## src/rtl/flash_rom_pkg.sv

```systemverilog
// Shared types and boot image for the flash ROM boot loader.
// rom_word() is the single source of the image; unpopulated entries read as zero.
package flash_rom_pkg;

  localparam int DATA_WIDTH_DEF = 16;
  localparam int ADDR_WIDTH_DEF = 10;
  localparam int ROM_POPULATED  = 64;

  typedef enum logic [1:0] {
    IDLE  = 2'd0,
    FETCH = 2'd1,
    ISSUE = 2'd2,
    DONE  = 2'd3
  } boot_state_e;

  // Returned 32 bits wide; callers narrow it to their own word width.
  function automatic logic [31:0] rom_word(input logic [31:0] addr);
    logic [31:0] w;
    w = 32'd0;
    if (addr < 32'(ROM_POPULATED)) begin
      w = 32'h0000_A000 + addr;
    end
    return w;
  endfunction

endpackage

```

## src/rtl/flash_rom_table.sv

```systemverilog
// Combinational boot ROM: zero-latency lookup of the packaged boot image.
module flash_rom_table
  import flash_rom_pkg::*;
#(
  parameter int DATA_WIDTH = DATA_WIDTH_DEF,
  parameter int ADDR_WIDTH = ADDR_WIDTH_DEF
) (
  input  logic [ADDR_WIDTH-1:0] addr_i,
  output logic [DATA_WIDTH-1:0] data_o
);

  assign data_o = DATA_WIDTH'(rom_word(32'(addr_i)));

endmodule

```

## src/rtl/flash_rom_boot_loader.sv

```systemverilog
// Copies LOAD_COUNT ROM words into instruction memory over a valid/ready port,
// two cycles per word minimum, with a running checksum and an idle-time debug read.
module flash_rom_boot_loader
  import flash_rom_pkg::*;
#(
  parameter int DATA_WIDTH = DATA_WIDTH_DEF,
  parameter int ADDR_WIDTH = ADDR_WIDTH_DEF,
  parameter int LOAD_COUNT = 16,
  parameter int DEST_BASE  = 0,
  parameter bit AUTO_START = 1'b1
) (
  input  logic                  clk,
  input  logic                  sync_rst,
  input  logic                  BootStart,
  output logic                  BootBusy,
  output logic                  BootDone,
  output logic [DATA_WIDTH-1:0] Checksum,
  output logic                  WriteValid,
  input  logic                  WriteReady,
  output logic [ADDR_WIDTH-1:0] WriteAddress,
  output logic [DATA_WIDTH-1:0] WriteData,
  input  logic                  ReadReq,
  input  logic [ADDR_WIDTH-1:0] ReadAddress,
  output logic                  ReadAck,
  output logic [DATA_WIDTH-1:0] ReadData
);

  localparam logic [ADDR_WIDTH-1:0] LAST_IDX    = ADDR_WIDTH'(LOAD_COUNT - 1);
  localparam logic [ADDR_WIDTH-1:0] BASE_ADDR   = ADDR_WIDTH'(DEST_BASE);
  localparam boot_state_e           RESET_STATE = AUTO_START ? FETCH : IDLE;

  boot_state_e           state_q, state_d;
  logic [ADDR_WIDTH-1:0] idx_q, idx_d;
  logic [ADDR_WIDTH-1:0] wr_addr_q, wr_addr_d;
  logic [DATA_WIDTH-1:0] wr_data_q, wr_data_d;
  logic [DATA_WIDTH-1:0] cks_q, cks_d;
  logic                  rack_q, rack_d;
  logic [DATA_WIDTH-1:0] rdata_q, rdata_d;
  logic                  busy_q, busy_d;
  logic                  done_q, done_d;
  logic                  wvalid_q, wvalid_d;

  logic [DATA_WIDTH-1:0] boot_word;
  logic [DATA_WIDTH-1:0] dbg_word;

  flash_rom_table #(
    .DATA_WIDTH(DATA_WIDTH),
    .ADDR_WIDTH(ADDR_WIDTH)
  ) u_boot_rom (
    .addr_i(idx_q),
    .data_o(boot_word)
  );

  flash_rom_table #(
    .DATA_WIDTH(DATA_WIDTH),
    .ADDR_WIDTH(ADDR_WIDTH)
  ) u_dbg_rom (
    .addr_i(ReadAddress),
    .data_o(dbg_word)
  );

  always_comb begin
    state_d   = state_q;
    idx_d     = idx_q;
    wr_addr_d = wr_addr_q;
    wr_data_d = wr_data_q;
    cks_d     = cks_q;
    rack_d    = 1'b0;
    rdata_d   = rdata_q;

    case (state_q)
      IDLE, DONE: begin
        // Boot has priority; a held ReadReq is served once the load completes.
        if (BootStart) begin
          state_d = FETCH;
          idx_d   = '0;
          cks_d   = '0;
        end else if (ReadReq && !rack_q) begin
          rack_d  = 1'b1;
          rdata_d = dbg_word;
        end
      end
      FETCH: begin
        wr_addr_d = BASE_ADDR + idx_q;
        wr_data_d = boot_word;
        state_d   = ISSUE;
      end
      ISSUE: begin
        if (WriteReady) begin
          cks_d = cks_q + wr_data_q;
          if (idx_q == LAST_IDX) begin
            state_d = DONE;
          end else begin
            idx_d   = idx_q + ADDR_WIDTH'(1);
            state_d = FETCH;
          end
        end
      end
      default: state_d = IDLE;
    endcase

    // Status flags are registered from the next state so reset forces them low.
    busy_d   = (state_d == FETCH) || (state_d == ISSUE);
    done_d   = (state_d == DONE);
    wvalid_d = (state_d == ISSUE);
  end

  always_ff @(posedge clk) begin
    if (sync_rst) begin
      state_q   <= RESET_STATE;
      idx_q     <= '0;
      wr_addr_q <= '0;
      wr_data_q <= '0;
      cks_q     <= '0;
      rack_q    <= 1'b0;
      rdata_q   <= '0;
      busy_q    <= 1'b0;
      done_q    <= 1'b0;
      wvalid_q  <= 1'b0;
    end else begin
      state_q   <= state_d;
      idx_q     <= idx_d;
      wr_addr_q <= wr_addr_d;
      wr_data_q <= wr_data_d;
      cks_q     <= cks_d;
      rack_q    <= rack_d;
      rdata_q   <= rdata_d;
      busy_q    <= busy_d;
      done_q    <= done_d;
      wvalid_q  <= wvalid_d;
    end
  end

  assign BootBusy     = busy_q;
  assign BootDone     = done_q;
  assign Checksum     = cks_q;
  assign WriteValid   = wvalid_q;
  assign WriteAddress = wr_addr_q;
  assign WriteData    = wr_data_q;
  assign ReadAck      = rack_q;
  assign ReadData     = rdata_q;

endmodule

```

## config.mk

```make
export PLATFORM = sky130hd
export DESIGN_NAME = flash_rom_boot_loader
export DESIGN_NICKNAME = d
export VERILOG_FILES = /design/src/rtl/flash_rom_pkg.sv /design/src/rtl/flash_rom_table.sv /design/src/rtl/flash_rom_boot_loader.sv
export SDC_FILE = /design/constraint.sdc
export NUM_CORES = 1
export LEC_CHECK = 0
export ABC_AREA = 1
export CORE_ASPECT_RATIO = 0.75
export CORE_MARGIN = 2
export CORE_UTILIZATION = 48
export DETAILED_ROUTE_END_ITERATION = 10
export HOLD_SLACK_MARGIN = 0.06
export PLACE_DENSITY = 0.77
export SYNTH_ARGS = -nofsm -noshare
export SYNTH_HDL_FRONTEND = slang
export SYNTH_HIERARCHICAL = 1
export SYNTH_SLANG_ARGS = --single-unit
export TNS_END_PERCENT = 100
```

## constraint.sdc

```tcl
create_clock -name clk -period 1.77 [get_ports clk]
set_input_delay 0.354 -clock clk [delete_from_list [all_inputs] [get_ports clk]]
set_output_delay 0.354 -clock clk [all_outputs]
set_load 0.01 [all_outputs]
```

==> flow_summary.html <==
<table>
<tr><th>Metric</th><th>Value</th></tr>
<tr><th colspan="2">Power</th></tr>
<tr><td>Static Leak</td><td>around 0.0025 uW</td></tr>
<tr><td>Worst supply voltage drop on vdd</td><td>1073 uV</td></tr>
<tr><td>Power density cells</td><td>about 1400 nW/um^2</td></tr>
<tr><td>Total power consumption of the routed design</td><td>7677 uW</td></tr>
<tr><th colspan="2">Clocking</th></tr>
<tr><td>Clock network latency to the later pin of the worst-skew pair</td><td>0.34 ns</td></tr>
<tr><td>Root Buffer Master</td><td>clkbuf_16</td></tr>
<tr><td>CTS tree</td><td>built</td></tr>
<tr><td>TritonCTS buffer count</td><td>9</td></tr>
<tr><td>Clock Sink Count</td><td>74</td></tr>
<tr><td>Buffers inserted by post-CTS timing repair</td><td>0</td></tr>
<tr><td>Deepest level of the CTS H-tree</td><td>3</td></tr>
<tr><td>Clock-pin slew on the worst setup and hold paths</td><td>0.06 ns</td></tr>
<tr><td>Maximum buffer depth of the clock tree</td><td>2</td></tr>
<tr><th colspan="2">Logic synthesis</th></tr>
<tr><td>Fraction of synthesized cell area taken by the top area cell type</td><td>0.3613</td></tr>
<tr><td>Flip-flop and latch count after synthesis</td><td>74</td></tr>
<tr><td>Synth Instances</td><td>600</td></tr>
<tr><td>Main area contributors after synthesis</td><td>dfxtp_1, nand2_1, nor2_1</td></tr>
<tr><td>Register area share after synthesis</td><td>0.3613</td></tr>
<tr><td>Post-synth top area cell</td><td>dfxtp_1</td></tr>
<tr><td>Warnings, synthesis</td><td>6</td></tr>
<tr><td>Synthesized area</td><td>between 4000 and 5000 sq um</td></tr>
<tr><td>Distinct cell type count after synthesis</td><td>36</td></tr>
<tr><td>Mapped Avg Cell Area</td><td>just under 7 sq um</td></tr>
<tr><th colspan="2">Route</th></tr>
<tr><td>Length of routed wiring on met1</td><td>about 5.0 mm</td></tr>
<tr><td>Final wirelength</td><td>about 11 mm</td></tr>
<tr><td>First DRT Iteration DRCs</td><td>133</td></tr>
<tr><td>Vias after detailed routing</td><td>3982</td></tr>
<tr><td>Number of vias per cell after detailed routing</td><td>~4.9</td></tr>
<tr><td>Wire length per cell</td><td>about 13 um</td></tr>
<tr><td>DRT antenna net count</td><td>0</td></tr>
<tr><td>Number of iterations in the first detailed-routing pass</td><td>4</td></tr>
<tr><td>Met3 Wirelength</td><td>roughly 460 um</td></tr>
<tr><td>Highest routed metal layer</td><td>met4</td></tr>
<tr><td>Met2 Wirelength</td><td>just over 5 mm</td></tr>
<tr><td>Number of remaining DRC errors</td><td>0</td></tr>
<tr><th colspan="2">GRT</th></tr>
<tr><td>Antenna violations before repair</td><td>0</td></tr>
<tr><td>Vias in the first global route</td><td>3931</td></tr>
<tr><td>Remaining global-route overflow</td><td>0</td></tr>
<tr><td>Total routing resource utilization after global routing</td><td>0.2382</td></tr>
<tr><td>Maximum number of pins on one net before global-route repair</td><td>36</td></tr>
<tr><td>First-pass GRT wire length</td><td>around 18 mm</td></tr>
<tr><th colspan="2">Timing</th></tr>
<tr><td>Clock period minus final worst setup slack</td><td>approximately 1.7 ns</td></tr>
<tr><td>Worst setup skew after layout</td><td>0.006201 ns</td></tr>
<tr><td>Setup total negative slack</td><td>0 ns</td></tr>
<tr><td>Fraction of the cycle the final worst path needs</td><td>0.9720</td></tr>
<tr><td>Max-slew violations</td><td>0</td></tr>
<tr><td>Setup repair after global routing missed its margin</td><td>no</td></tr>
<tr><td>F_max</td><td>0.5812 GHz</td></tr>
<tr><td>Final-report setup violation count</td><td>0</td></tr>
<tr><td>Final count of hold timing violations</td><td>0</td></tr>
<tr><td>Least setup slack across all paths after layout</td><td>0.04953 ns</td></tr>
<tr><th colspan="2">Setup path</th></tr>
<tr><td>Kind of capture point of the worst setup path</td><td>output pin</td></tr>
<tr><td>Largest stage delay on the critical path</td><td>between 0.5 and 0.6 ns</td></tr>
<tr><td>Critical path cell sequence</td><td>clkdlybuf4s50_1</td></tr>
<tr><td>Data arrival time at the worst-slack endpoint</td><td>1.37 ns</td></tr>
<tr><td>Cell with the largest stage delay on the worst path</td><td>clkdlybuf4s50_1</td></tr>
<tr><td>Worst path buffer plus inverter count</td><td>1</td></tr>
<tr><td>Largest fanout of any net on the critical path</td><td>3</td></tr>
<tr><td>Data required time at the worst endpoint</td><td>approximately 1.4 ns</td></tr>
<tr><td>Kind of cell adding the most delay to the critical path</td><td>buffers and inverters</td></tr>
<tr><td>Critical setup path kind</td><td>reg -&gt; out</td></tr>
<tr><td>Launching element type of the critical path</td><td>flop</td></tr>
<tr><th colspan="2">Placed design</th></tr>
<tr><td>Routability-driven placement congestion ratio</td><td>0.9154</td></tr>
<tr><td>IO Port Bufs</td><td>76</td></tr>
<tr><td>Worst Setup Slack post-DPL</td><td>-0.03731 ns</td></tr>
<tr><td>Dpl hpwl</td><td>7.902 mm</td></tr>
<tr><th colspan="2">Final layout</th></tr>
<tr><td>Area Overhead vs Synth</td><td>34.82%</td></tr>
<tr><td>Post-layout net count</td><td>between 700 and 800</td></tr>
<tr><td>Utilization after layout</td><td>0.6595</td></tr>
<tr><td>Antenna diode count</td><td>0</td></tr>
<tr><td>Layout cells sized above 1</td><td>0.1433</td></tr>
<tr><td>Total of fill cells in the finished design</td><td>742</td></tr>
<tr><th colspan="2">Floorplanning</th></tr>
<tr><td>Total Die Area</td><td>approximately 9300 sq um</td></tr>
<tr><td>Initial standard-cell utilization of the core</td><td>0.4892</td></tr>
<tr><td># rows</td><td>29</td></tr>
<tr><td>Top-level port count</td><td>77</td></tr>
<tr><td>Floorplan core area</td><td>8382 sq um</td></tr>
<tr><td>Die width</td><td>110.7 um</td></tr>
<tr><td>Y dimension of the die</td><td>84.04 um</td></tr>
<tr><th colspan="2">Job</th></tr>
<tr><td>Maximum capacitance violations</td><td>0</td></tr>
<tr><th colspan="2">Worst hold path</th></tr>
<tr><td>Worst min-delay path category</td><td>reg -&gt; reg</td></tr>
<tr><th colspan="2">Outcome</th></tr>
<tr><td>Status</td><td>finished, final reports clean</td></tr>
</table>
[synth_stat cells, drive strengths merged]
library cell	count
or2	5
nor2	113
nand4	7
conb	2
clkbuf	11
a211oi	1
and2	1
ha	20
nor3	9
fa	1
nand3	26
o21a	1
nand3b	2
buf	23
o21bai	1
inv	84
dfxtp	74
o21ai	52
a21oi	45
nand2	120
xor2	1
o22ai	1
[power breakdown]
part | switching, uW | internal (uW) | total, uW
sequential | 246 | 2030 | 2270
combinational | 1880 | 1530 | 3400
clock | 724 | 1270 | 2000
total | 2850 | 4830 | 7680
[sequential cells by signal, summed over array words and instances (netlist names)]
signal,count
idx_q,10
ReadData,16
WriteAddress,10
Checksum,16
BootBusy,1
WriteValid,1
state_q,2
BootDone,1
ReadAck,1
WriteData,16
[routing by layer]
metal	vias to the layer above	GRT usage
met5	-	0
met2	78	0.4083
met3	6	0.07190
li1	2061	-
met4	0	0.05795
met1	1837	0.2948
[path summary, 6_finish.rpt]
path / from / to / slack, ns / cells after the start
worst max-delay path: WriteData[4] / WriteData[4] / 0.05 / 1
worst min register to register: ReadData[14] / ReadData[14] / 0.49 / 2
worst min-delay path: ReadData[14] / ReadData[14] / 0.49 / 2
worst max register to register: WriteData[0] / Checksum[8] / 0.05 / 10
[placed cells by master (no fill, tap or decap), drive strengths merged, types with 2 or more instances in the layout]
cell / instances
bufinv: 2
nor2: 113
o21ai: 52
ha: 20
a21oi: 45
nor3: 9
inv: 85
clkdlybuf4s50: 76
nand3b: 2
nand4: 7
clkbuf: 10
nand3: 26
buf: 33
or2: 5
conb: 16
nand2: 120
dfxtp: 74
clkinvlp: 2
[stage by stage]
stage               area [sq um]  instances  hold WS, ns
floorplan                   4163        614       0.4692
global placement            5147        797       0.4619
detailed placement          5147        797       0.4785
CTS                         5480        813       0.4929
global route                5528        813       0.5177
finish                      5528        813       0.4884
[what timing repair did]
item                                   CTS  global route
setup endpoints to repair               10            42
hold buffers                             0             0
endpoints found under the hold margin    0             0
resized for setup                        2            14
cloned                                   0             0
pin swaps                                0             1
[layout make-up]
cell class                      count  area [sq um]  area share
Timing Repair Buffer              109          1059      0.1915
Clock inverter                      6         88.84     0.01607
Multi-Input combinational cell    422          2198      0.3977
Clock buffer                       10         239.0     0.04323
Tap cell                          108         135.1     0.02445
Sequential cell                    74          1488      0.2691
Inverter                           84         320.3     0.05794
[cell families after synthesis]
family / Yosys count / share of synthesized area
buffers and inverters: 118 / 0.1291
and+or+nand+nor: 283 / 0.3058
adders and majority gates: 21 / 0.06591
AOI/OAI and AO/OA: 101 / 0.1340
other: 2 / 0.001832
xor gates and xnor gates: 1 / 0.002136
DFF: 74 / 0.3613
Note: power is estimated with default switching activity, not from simulation.
